### src/rtl/debug_chan_arb_if.sv
// rtl/debug_chan_arb_if.sv - client-side and PHY-side FIFO handshake bundle for debug_chan_arb
// master is the arbiter's view; slave is the environment (clients plus PHY).
interface debug_chan_arb_if #(
    parameter int NCH    = 4,
    parameter int CMD_W  = 36,
    parameter int RESP_W = 35
);
    logic [NCH*CMD_W-1:0]  ch_wrdata;
    logic [NCH-1:0]        ch_wren;
    logic [NCH-1:0]        ch_wrfull;
    logic [NCH*RESP_W-1:0] ch_rddata;
    logic [NCH-1:0]        ch_rden;
    logic [NCH-1:0]        ch_rdempty;
    logic [CMD_W-1:0]      phy_wrdata;
    logic                  phy_wren;
    logic                  phy_wrfull;
    logic [RESP_W-1:0]     phy_rddata;
    logic                  phy_rden;
    logic                  phy_rdempty;

    modport master (
        input  ch_wrdata, ch_wren, ch_rden, phy_wrfull, phy_rddata, phy_rdempty,
        output ch_wrfull, ch_rddata, ch_rdempty, phy_wrdata, phy_wren, phy_rden
    );

    modport slave (
        output ch_wrdata, ch_wren, ch_rden, phy_wrfull, phy_rddata, phy_rdempty,
        input  ch_wrfull, ch_rddata, ch_rdempty, phy_wrdata, phy_wren, phy_rden
    );
endinterface

### src/rtl/debug_chan_arb.sv
// rtl/debug_chan_arb.sv - NCH-client command/response arbiter onto one PHY FIFO pair
// Exclusive or round-robin grant, tag FIFO routes responses home, cfg changes drain first.
module debug_chan_arb #(
    parameter int NCH     = 4,
    parameter int CMD_W   = 36,
    parameter int RESP_W  = 35,
    parameter int MAX_OUT = 4,
    parameter int BURST   = 4,
    localparam int SW     = $clog2(NCH)
) (
    input  logic          clk_i,
    input  logic          reset_i,
    input  logic [SW-1:0] sel_i,
    input  logic          arb_mode_i,
    debug_chan_arb_if.master bus,
    output logic [SW-1:0] cur_sel_o,
    output logic          cur_mode_o,
    output logic          cfg_busy_o,
    output logic          err_unsol_o
);
    localparam int AW = (MAX_OUT > 1) ? $clog2(MAX_OUT) : 1;
    localparam int OW = $clog2(MAX_OUT + 1);
    localparam int BW = $clog2(BURST + 1);

    typedef enum logic {RUN, DRAIN} state_t;

    state_t              state_q;
    logic                cfg_busy_q;
    logic [SW-1:0]       act_sel_q;
    logic                act_mode_q;
    logic [SW-1:0]       grant_q;
    logic [BW-1:0]       burst_q;
    logic [OW-1:0]       outst_q;
    logic [OW-1:0]       outst_d;
    logic [SW-1:0]       tag_q [2**AW];
    logic [AW-1:0]       wr_ptr_q;
    logic [AW-1:0]       rd_ptr_q;
    logic [NCH-1:0]      valid_q;
    logic [RESP_W-1:0]   resp_q [NCH];
    logic                err_q;

    logic                can_issue;
    logic                wr_acc;
    logic                tag_empty;
    logic                pop;
    logic                unsol;
    logic                cfg_diff;
    logic [SW-1:0]       head;
    logic [SW-1:0]       grant_inc;

    // Tag FIFO occupancy always equals the outstanding count.
    assign tag_empty = (outst_q == '0);
    assign head      = tag_q[rd_ptr_q];
    assign can_issue = (state_q == RUN) && !bus.phy_wrfull && (outst_q < OW'(MAX_OUT));
    assign wr_acc    = can_issue && bus.ch_wren[grant_q];
    assign grant_inc = (grant_q == SW'(NCH - 1)) ? '0 : grant_q + 1'b1;

    assign bus.phy_wren   = wr_acc;
    assign bus.phy_wrdata = bus.ch_wrdata[int'(grant_q)*CMD_W +: CMD_W];
    assign bus.phy_rden   = !bus.phy_rdempty && (tag_empty || !valid_q[head] || bus.ch_rden[head]);
    assign pop            = bus.phy_rden && !tag_empty;
    assign unsol          = bus.phy_rden && tag_empty;
    assign outst_d        = outst_q + OW'(wr_acc) - OW'(pop);

    // Round-robin ignores SEL; exclusive cares about SEL and a mode flip.
    assign cfg_diff = act_mode_q ? !arb_mode_i : (arb_mode_i || (sel_i != act_sel_q));

    always_comb begin
        bus.ch_wrfull = '1;
        for (int i = 0; i < NCH; i++) begin
            if (can_issue && (grant_q == SW'(i))) begin
                bus.ch_wrfull[i] = 1'b0;
            end
        end
    end

    always_comb begin
        bus.ch_rddata = '0;
        for (int i = 0; i < NCH; i++) begin
            bus.ch_rddata[i*RESP_W +: RESP_W] = resp_q[i];
        end
    end

    assign bus.ch_rdempty = ~valid_q;
    assign cur_sel_o      = act_sel_q;
    assign cur_mode_o     = act_mode_q;
    assign cfg_busy_o     = cfg_busy_q;
    assign err_unsol_o    = err_q;

    always_ff @(posedge clk_i) begin
        if (reset_i) begin
            state_q    <= RUN;
            cfg_busy_q <= 1'b0;
            act_sel_q  <= '0;
            act_mode_q <= 1'b0;
            grant_q    <= '0;
            burst_q    <= '0;
            outst_q    <= '0;
            wr_ptr_q   <= '0;
            rd_ptr_q   <= '0;
            valid_q    <= '0;
            err_q      <= 1'b0;
            for (int i = 0; i < NCH; i++) begin
                resp_q[i] <= '0;
            end
        end else begin
            outst_q <= outst_d;
            if (wr_acc) begin
                tag_q[wr_ptr_q] <= grant_q;
                wr_ptr_q        <= wr_ptr_q + 1'b1;
            end
            if (pop) begin
                rd_ptr_q <= rd_ptr_q + 1'b1;
            end
            if (unsol) begin
                err_q <= 1'b1;
            end
            // A refill in the same cycle as a client read wins, keeping valid set.
            for (int i = 0; i < NCH; i++) begin
                if (pop && (head == SW'(i))) begin
                    resp_q[i]  <= bus.phy_rddata;
                    valid_q[i] <= 1'b1;
                end else if (bus.ch_rden[i]) begin
                    valid_q[i] <= 1'b0;
                end
            end
            case (state_q)
                RUN: begin
                    if (cfg_diff) begin
                        state_q    <= DRAIN;
                        cfg_busy_q <= 1'b1;
                    end
                    if (act_mode_q && can_issue) begin
                        if (!wr_acc || (burst_q == BW'(BURST - 1))) begin
                            grant_q <= grant_inc;
                            burst_q <= '0;
                        end else begin
                            burst_q <= burst_q + 1'b1;
                        end
                    end
                end
                DRAIN: begin
                    if (outst_q == '0) begin
                        state_q    <= RUN;
                        cfg_busy_q <= 1'b0;
                        act_sel_q  <= sel_i;
                        act_mode_q <= arb_mode_i;
                        burst_q    <= '0;
                        if (!arb_mode_i) begin
                            grant_q <= sel_i;
                        end
                    end
                end
                default: state_q <= RUN;
            endcase
        end
    end
endmodule

### src/flat_wrapper.sv
// flat-port wrapper written by rule: the top's interface ports become plain ports
module debug_chan_arb_flat 
#(
    parameter int NCH     = 4,
    parameter int CMD_W   = 36,
    parameter int RESP_W  = 35,
    parameter int MAX_OUT = 4,
    parameter int BURST   = 4,
    localparam int SW     = $clog2(NCH)
)
  (clk_i, reset_i, sel_i, arb_mode_i, cur_sel_o, cur_mode_o, cfg_busy_o, err_unsol_o, bus_ch_wrdata, bus_ch_wren, bus_ch_rden, bus_phy_wrfull, bus_phy_rddata, bus_phy_rdempty, bus_ch_wrfull, bus_ch_rddata, bus_ch_rdempty, bus_phy_wrdata, bus_phy_wren, bus_phy_rden);
  debug_chan_arb_if #(.NCH(NCH), .CMD_W(CMD_W), .RESP_W(RESP_W)) bus_i ();
  input  logic clk_i;
  input  logic reset_i;
  input  logic [SW-1:0] sel_i;
  input  logic arb_mode_i;
  output logic [SW-1:0] cur_sel_o;
  output logic cur_mode_o;
  output logic cfg_busy_o;
  output logic err_unsol_o;
  input wire logic [$bits(bus_i.ch_wrdata)-1:0] bus_ch_wrdata;
  input wire logic [$bits(bus_i.ch_wren)-1:0] bus_ch_wren;
  input wire logic [$bits(bus_i.ch_rden)-1:0] bus_ch_rden;
  input wire logic [$bits(bus_i.phy_wrfull)-1:0] bus_phy_wrfull;
  input wire logic [$bits(bus_i.phy_rddata)-1:0] bus_phy_rddata;
  input wire logic [$bits(bus_i.phy_rdempty)-1:0] bus_phy_rdempty;
  output wire logic [$bits(bus_i.ch_wrfull)-1:0] bus_ch_wrfull;
  output wire logic [$bits(bus_i.ch_rddata)-1:0] bus_ch_rddata;
  output wire logic [$bits(bus_i.ch_rdempty)-1:0] bus_ch_rdempty;
  output wire logic [$bits(bus_i.phy_wrdata)-1:0] bus_phy_wrdata;
  output wire logic [$bits(bus_i.phy_wren)-1:0] bus_phy_wren;
  output wire logic [$bits(bus_i.phy_rden)-1:0] bus_phy_rden;
  assign bus_i.ch_wrdata = bus_ch_wrdata;
  assign bus_i.ch_wren = bus_ch_wren;
  assign bus_i.ch_rden = bus_ch_rden;
  assign bus_i.phy_wrfull = bus_phy_wrfull;
  assign bus_i.phy_rddata = bus_phy_rddata;
  assign bus_i.phy_rdempty = bus_phy_rdempty;
  assign bus_ch_wrfull = bus_i.ch_wrfull;
  assign bus_ch_rddata = bus_i.ch_rddata;
  assign bus_ch_rdempty = bus_i.ch_rdempty;
  assign bus_phy_wrdata = bus_i.phy_wrdata;
  assign bus_phy_wren = bus_i.phy_wren;
  assign bus_phy_rden = bus_i.phy_rden;
  debug_chan_arb #(.NCH(NCH), .CMD_W(CMD_W), .RESP_W(RESP_W), .MAX_OUT(MAX_OUT), .BURST(BURST)) u_core (.clk_i(clk_i), .reset_i(reset_i), .sel_i(sel_i), .arb_mode_i(arb_mode_i), .bus(bus_i), .cur_sel_o(cur_sel_o), .cur_mode_o(cur_mode_o), .cfg_busy_o(cfg_busy_o), .err_unsol_o(err_unsol_o));
endmodule
### config.mk
export PLATFORM = sky130hd
export DESIGN_NAME = debug_chan_arb_flat
export DESIGN_NICKNAME = d
export VERILOG_FILES = /design/src/rtl/debug_chan_arb_if.sv /design/src/rtl/debug_chan_arb.sv /design/src/flat_wrapper.sv
export SDC_FILE = /design/constraint.sdc
export NUM_CORES = 1
export LEC_CHECK = 0
export BUFFER_PORTS_ARGS = -buffer_cell sky130_fd_sc_hd__clkbuf_2
export CAP_MARGIN = 30
export CELL_PAD_IN_SITES_DETAIL_PLACEMENT = 2
export CELL_PAD_IN_SITES_GLOBAL_PLACEMENT = 2
export CORE_UTILIZATION = 24
export CTS_CLUSTER_DIAMETER = 100
export DETAILED_ROUTE_END_ITERATION = 7
export PLACE_DENSITY = 0.79
export SETUP_SLACK_MARGIN = 0.02
export SYNTH_ARGS = -nofsm -noshare
export SYNTH_HDL_FRONTEND = slang
export SYNTH_SLANG_ARGS = --single-unit
### constraint.sdc
create_clock -name clk_i -period 10.3 [get_ports clk_i]
set_clock_uncertainty 0.2 [all_clocks]
set_input_delay 1.03 -clock clk_i [delete_from_list [all_inputs] [get_ports clk_i]]
set_output_delay 1.03 -clock clk_i [all_outputs]
set_load 0.05 [all_outputs]
-- Yosys cells after proc, flatten, opt, wreduce, memory -nomap -nowiden
Memory sizes are Yosys's and may differ from the RTL's. A register that Yosys moved wholly into a read port is not among the register bits.
Cells that the tools add are included.
- shift operators: 1
- multipliers: 1
- divide/modulo/power cells: 0
- eq/ne operators: 13
- magnitude comparators: 3
- muxes and demuxes: 58
- add/subtract/negate cells: 6
- bitwise operators: 6
- reduce and logical (&&, ||, !) cells: 36
- operators with widths (cell ; number):
    variable part select 144 x 32 -> 36 bit ; 1
    2-to-1 mux 35 bit ; 4
    2-to-1 mux 1 bit ; 37
    logical AND 1 bit ; 15
    2-to-1 mux 2 bit ; 7
    2-to-1 mux 3 bit ; 3
    equality test 2 bit, second input constant ; 4
    inequality test 2 bit, second input constant ; 4
    nonzero test 2 bit ; 4
    adder 2 x 1 -> 2 bit, second input constant ; 3
    binary-select mux 1 bit (select 2 bit) ; 3
    logical NOT 1 bit ; 6
    < comparator 2 x 3 -> 1 bit, second input constant ; 2
    multiplier 2 x 4 -> 6 bit, second input constant ; 1
    case mux 3 bit (2 select lines) ; 1
    AND reduction 2 bit ; 3
    equality test 2 x 1 -> 1 bit, second input constant ; 2
    logical NOT 2 bit ; 2
    logical OR 1 bit ; 4
    inverter 4 bit ; 1
    bitwise OR 1 bit ; 4
    case mux 1 bit (2 select lines) ; 2
    case mux 2 bit (2 select lines) ; 1
    AND reduction 4 bit ; 1
    9 further kinds ; 9
- logic and storage cells: 140
- register bits: 22
- memories kept: 2
- output and inout bits: 191
- bits in latches: 0
- RAM bits: 148
- ROM bits: 0
- memories (memory ; depth ; bits a word ; read ports ; clocked after Yosys merged registers in ; write ports ; line ; source):
    u_core.resp_q ; 4 ; 35 ; 4 ; 0 ; 4 ; debug_chan_arb.sv:39 ; logic [RESP_W-1:0] resp_q [NCH];
    u_core.tag_q ; 4 ; 2 ; 1 ; 1 ; 1 ; debug_chan_arb.sv:35 ; logic [SW-1:0] tag_q [2**AW];

-- Longest topological paths before layout
Gate-level depths: netlist (run 1).
- word-level depth: 12
- gate-level depth with buffers: 13
- depth with buffers taken out: 11

-- Worst setup path after synthesis (run 1)
No wires, ideal clock.
- path kind: input to register
- start: input port bus_ch_rden[2]
- end: memory u_core.resp_q[0][0], enable pin
- setup slack: 6037 ps
- stages on the path: 5
- data required time: 9665 ps
- setup time: 435 ps
- data arrival time: 3629 ps
- cells stage by stage: nand2b_1 -> nor4b_2 -> nor3_2 -> a211o_1 -> o21bai_1
- RTL lines (element ; line ; source):
    start: declaration ; flat_wrapper.sv:23 ; input wire logic [$bits(bus_i.ch_rden)-1:0] bus_ch_rden;
    end: declaration ; debug_chan_arb.sv:39 ;

==> flow_summary.toml, run 1 <==
[run_status]
status = "complete, no violations"

[drt]
drtAntennaViolNets = 0
drc = 0
dr.pass1.iters = 4
wl_per_cell_um = 20.9
drt_iter0_markers = 232
num_vias = 5998
viasPerCell = 4.41
drt-total-wl_um = 28400

[job]
maxCapViolCount = 0

[synthesis]
avgSynthCellArea_um2 = 15.0
async_flop_share_pct = 0
syn_nets = 730
netlist_area_mm2 = 0.00783
synth.top_cell.area_share_pct = 56.8
synth_edf_count = 148
synth_ff_type = "edfxtp_1"
synth_top_cells_by_area = "edfxtp_1 57%, and2_1 12%, mux4_2 11%"
synth.distinct_cells = 50
ys_warn_count = 0
syn_inst = 523
synth_area_leader_cell = "edfxtp_1"
ys_seq_area_share_pct = 62.9
synth_seq_cells = 172

[clock_tree]
clock-root-buffer = "clkbuf_16"
clkSinkCount = 172
cts.path.max_buffers = 2
clk_latency_ns = 0.43
postCtsSetupBuffers = 0
cts_tree = "built"
cts-resized-gates = 0
clk_pin_slew_ns = 0.07
numCtsBuffers = 17
htree_levels = 4
hold_buffers = 0

[hold_path]
worst_hold_path_type = "flop to flop"

[die]
die_x_um = 183
core_mm2 = 0.0318
num_io_pins = 385
dieArea_mm2 = 0.0334
initial_core_util_pct = 24.6
die_y_um = 183
std_cell_rows = 65

[timing]
slew_headroom_pct = 42.0
setup_violations = 0
period_share_pct = 38.2
finalHoldViolCount = 0
final-max-slew-violation-count = 0
rsz0062_at_grt = "false"
tns_ns = 0
finalCriticalPeriod_ns = 3.94
timing_worst_slew_pin_value_ns = 0.864
clock.fmax_mhz = 254
hold_slack_ns = 0.266

[cells_and_area]
stdcell_count = 1361
multi_input_area_mm2 = 0.00275
area.sequential_mm2 = 0.00493
fin_nets = 1117
nFillCells = 3407
areaGrowthSynthToFinish_pct = 39.2
drive_above_1_share_pct = 52.1

[placement]
portBuffers = 384
dp_hpwl_um = 22100
gp_congestion = 0.906
dp.cells = 1324

[critical_path]
cp-endpoint = "bus_phy_rden"
critPathMaxFanout = 11
worstPathRequired_ns = 9.07
crit_path_start_kind = "flop"
ff2ff_path_depth = 11
critPathKind = "flop to output port"
rrSetupSlack_ns = 6.69
cp-end-kind = "output port"
worstPathArrival_ns = 2.71
reg2reg_to = "u_core.outst_q[2]$_SDFF_PP0_"

[grt]
grt.overflow.total = 0
grt_pass1_vias = 6644
antenna_found_initial = 3
grt.total_usage_pct = 17.1
grt_pass1_wl_um = 41700
grt_max_degree = 43

[power_and_ir_drop]
ir_drop_mv = 0.103
finalPower_w = 0.00271
power_density_mw_per_mm2 = 249
p_leak_nw = 4.70
where the power goes:
part | internal [W] | total (W) | switching [W]
sequential | 0.000874 | 0.000929 | 0.0000544
clock | 0.000339 | 0.000629 | 0.000290
combinational | 0.000311 | 0.00115 | 0.000843
total | 0.00152 | 0.00271 | 0.00119
area by class of cell:
class                           count  share of cell area (%)
Multi-Input combinational cell    310                    25.2
Antenna cell                        3                  0.0689
Inverter                           15                   0.516
Sequential cell                   172                    45.2
Clock buffer                       19                    3.97
Tap cell                          435                    4.99
Clock inverter                     13                    1.19
Timing Repair Buffer              394                    18.9
kinds of logic after synthesis:
kind of cell             after synthesis  synth area share, %
AND/OR/NAND/NOR                      212                 16.5
flip-flops                           172                 62.9
multiplexers                          46                 12.2
buffers and inverters                 41                 2.46
AO/OA/AOI/OAI                         34                 3.21
adder cells (fa/ha/maj)               13                 2.17
XOR/XNOR                               5                0.559
per-layer routing:
| layer | vias to the layer above | global-route usage (%) | part of all wire [%] |
|---|---|---|---|
| li1 | 2694 | - | - |
| met1 | 2999 | 17.2 | 35 |
| met2 | 282 | 33.8 | 56 |
| met3 | 23 | 4.15 | 6.5 |
| met4 | 0 | 5.88 | 2.0 |
| met5 | - | 0 | 0 |
state kept, by name (all words and copies together), names as in the netlist, named ones only:
signal,count
u_core.state_q,1
u_core.rd_ptr_q,2
u_core.outst_q,3
u_core.cfg_busy_o,1
u_core.err_unsol_o,1
u_core.cur_mode_o,1
u_core.tag_q,8
u_core.burst_q,3
u_core.cur_sel_o,2
u_core.wr_ptr_q,2
u_core.valid_q,4
u_core.grant_q,2
u_core.resp_q,140
worst max-delay path, cell delays in order, from the launching register on:
cell	delay, ns
dfxtp_1	0.44
mux4_2	0.69
a31oi_1	0.26
o21ai_1	0.28
a31oi_1	0.29
clkbuf_2	0.31
how the worst min path moves through the flow:
stage,start,endpoint,slack [ns],depth (start not counted)
after CTS,u_core.burst_q[1]$_SDFFE_PP0P_,u_core.burst_q[1]$_SDFFE_PP0P_,0.28,2
final,u_core.burst_q[1]$_SDFFE_PP0P_,u_core.burst_q[1]$_SDFFE_PP0P_,0.27,2
after global placement,u_core.burst_q[1]$_SDFFE_PP0P_,u_core.burst_q[1]$_SDFFE_PP0P_,0.24,2
after floorplan,u_core.burst_q[1]$_SDFFE_PP0P_,u_core.burst_q[1]$_SDFFE_PP0P_,0.24,2
after detailed placement,u_core.grant_q[0]$_SDFFE_PP0P_,u_core.tag_q[1][0]$_DFFE_PP_,0.26,0
after global routing,u_core.burst_q[1]$_SDFFE_PP0P_,u_core.burst_q[1]$_SDFFE_PP0P_,0.29,2
through the flow:
step	setup WS [ns]	utilization, %	instance area [µm²]
final	6.36	34.3	10900
after global routing	6.16	34.3	10900
after CTS	6.30	34.1	10900
after detailed placement	6.46	32.4	10300
after global placement	6.51	32.2	10200
after floorplan	6.04	-	7830
cell usage after synthesis, types with 2 or more instances:
cell type,number
nand3_1,8
nor3b_1,4
clkbuf_1,14
nor2b_1,3
a211oi_1,3
o21bai_1,4
a21oi_1,13
inv_1,15
xor2_1,2
mux4_2,39
and2_1,144
buf_1,6
edfxtp_1,148
ha_1,12
mux2i_1,3
nand2_1,17
nor4_1,3
mux2_1,2
buf_6,5
a31oi_1,2
nor3_1,3
a211o_1,2
dfxtp_1,24
nand2b_1,6
or2_2,2
xnor2_1,3
nor2_1,13
cell usage in the layout (no fill, tap or decap), types with 5 or more instances in the layout:
cell and n:
nand2b_1 5, mux4_2 39, edfxtp_1 148, clkbuf_16 17
clkbuf_2 384, buf_12 5, nand3_1 8, ha_1 12
inv_6 6, inv_1 15, nand2_1 17, dfxtp_1 22
buf_4 5, a21oi_1 13, and2_1 144, nor2_1 13
No activity file was read; power rests on OpenSTA's default activity.
==> inputs of run 2 (changes only) <==
==> constraint.sdc (replaced) <==
create_clock -name clk_i -period 4.07 [get_ports clk_i]
set_clock_uncertainty 0.2 [all_clocks]
set_input_delay 0.407 -clock clk_i [delete_from_list [all_inputs] [get_ports clk_i]]
set_output_delay 0.407 -clock clk_i [all_outputs]
set_load 0.05 [all_outputs]
==> run 2 against run 1 <==
Compared with the run above:
- sequential cell count unchanged
- die area unchanged
- final area about the same
- hold slack got worse by 0.21 ns
- clock power increased to 2.6 times the previous value
- routed wire length increased by 1.0%
==> flow_summary.toml, run 2 (synthesis results as in run 1) <==
[run_status]
status = "complete, no violations"

[cells_and_area]
reg_top3 = "u_core.resp_q x140, u_core.tag_q x8, u_core.valid_q x4"
final_cell_mix = "384 x clkbuf_2, 148 x edfxtp_1, 144 x and2_1"
regMostFlops = "u_core.resp_q"
postLayoutCoreUtil_pct = 34.3
stdcell_count = 1361
layout_commonest_cell = "clkbuf_2"
drive_above_1_share_pct = 52.2
largest_reg_flops = 140
areaGrowthSynthToFinish_pct = 39.2
fin_nets = 1118

[timing]
slew_headroom_pct = 47.3
finalCriticalPeriod_ns = 3.60
timing_worst_slew_pin_value_ns = 0.791
clock.fmax_mhz = 278
fin_ws_ns = 0.475
tns_ns = 0
finalHoldViolCount = 0
setup_violations = 0
final-max-slew-violation-count = 0
rsz0062_at_grt = "false"
period_share_pct = 88.3

[drt]
drtAntennaViolNets = 0
num_vias = 6027
wl_per_cell_um = 21.1
viasPerCell = 4.43
dr.pass1.iters = 4
drt_iter0_markers = 238
drc = 0
drt-total-wl_um = 28700

[clock_tree]
cts-resized-gates = 0
clkSinkCount = 172
clk_pin_slew_ns = 0.08
cts_tree = "built"
clk_latency_ns = 0.43
cts.path.max_buffers = 2
hold_buffers = 0
postCtsSetupBuffers = 0
htree_levels = 4
numCtsBuffers = 17
clock-root-buffer = "clkbuf_16"

[hold_path]
worst_hold_path_type = "primary input to flop"
worstHoldStart = "sel_i[1]"
worst_hold_path.num_cells = 3

[critical_path]
worstPathArrival_ns = 3.69
ff2ff_path_depth = 11
crit_slowest_cell = "mux4_2"
crit_path_start_kind = "flop"
cp-end-kind = "flop"
path_cells = "mux4_2, and3_4, or3_4, o21a_4, ha_1, inv_1, ha_1, fa_1, xnor2_1, xnor2_1, nor2_1"
worstPathRequired_ns = 4.17
critPathMaxFanout = 11
critPathKind = "flop to flop"
slowest_delay_ns = 0.70

[job]
maxCapViolCount = 0

[placement]
dp.cells = 1326
portBuffers = 384
pre_cts_ws_ns = 0.457
gp_congestion = 0.903
dp_hpwl_um = 22500

[die]
initial_core_util_pct = 24.6
num_io_pins = 385
die_x_um = 183
dieArea_mm2 = 0.0334
die_y_um = 183
core_mm2 = 0.0318
std_cell_rows = 65

[grt]
grt.total_usage_pct = 17.2
grt_pass1_wl_um = 41800
grt_max_degree = 46
grt_pass1_vias = 6663
antenna_found_initial = 2
grt.overflow.total = 0

[power_and_ir_drop]
p_leak_nw = 4.71
finalPower_w = 0.00693
ir_drop_mv = 0.266
power_density_mw_per_mm2 = 635
## run 2: where the power goes
group	internal, W	switching (W)
Combinational	0.000780	0.00214
Sequential	0.00221	0.000132
Clock	0.000919	0.000739
Total	0.00391	0.00301
## run 2: layout make-up
| cell class | instances | area, µm² |
|---|---|---|
| antenna | 2 | 5.00 |
| clock buffer | 18 | 429 |
| clock inverter | 14 | 165 |
| fill | 3394 | 20900 |
| inverter | 15 | 56.3 |
| multi-input combinational | 310 | 2750 |
| sequential | 172 | 4930 |
| tap | 435 | 544 |
| timing repair buffer | 395 | 2030 |
## run 2: path summary, 6_finish.rpt
kind,to,slack (ns)
min,u_core.cur_sel_o[1]$_SDFFE_PP0P_,0.05
max,u_core.outst_q[2]$_SDFF_PP0_,0.47
max reg2reg,u_core.outst_q[2]$_SDFF_PP0_,0.47
min reg2reg,u_core.cfg_busy_o$_SDFFE_PP0P_,0.26
## run 2: stage by stage
stage          instance area (µm²)  hold WS, ns
3_3_place_gp                 10300        0.244
6_report                     10900       0.0535
2_1_floorplan                 7830        0.236
4_1_cts                      10900       0.0242
3_5_place_dp                 10300        0.250
5_1_grt                      10900       0.0517
## run 2: critical path, delay by kind of cell (launching register included)
family,cells,cell delay [ns]
mux,1,0.70
compound gates,1,0.24
xor+xnor,2,0.31
flops,1,0.46
buf+inv,1,0.04
fa+ha+maj,3,0.83
simple gates,3,0.70
## run 2: metal layers
metal	wire length [µm]	global-route usage [%]	up-vias
li1	-	-	2690
met1	10100	17.3	3021
met2	15800	33.2	285
met3	1950	4.55	31
met4	867	7.03	0
met5	0	0	-
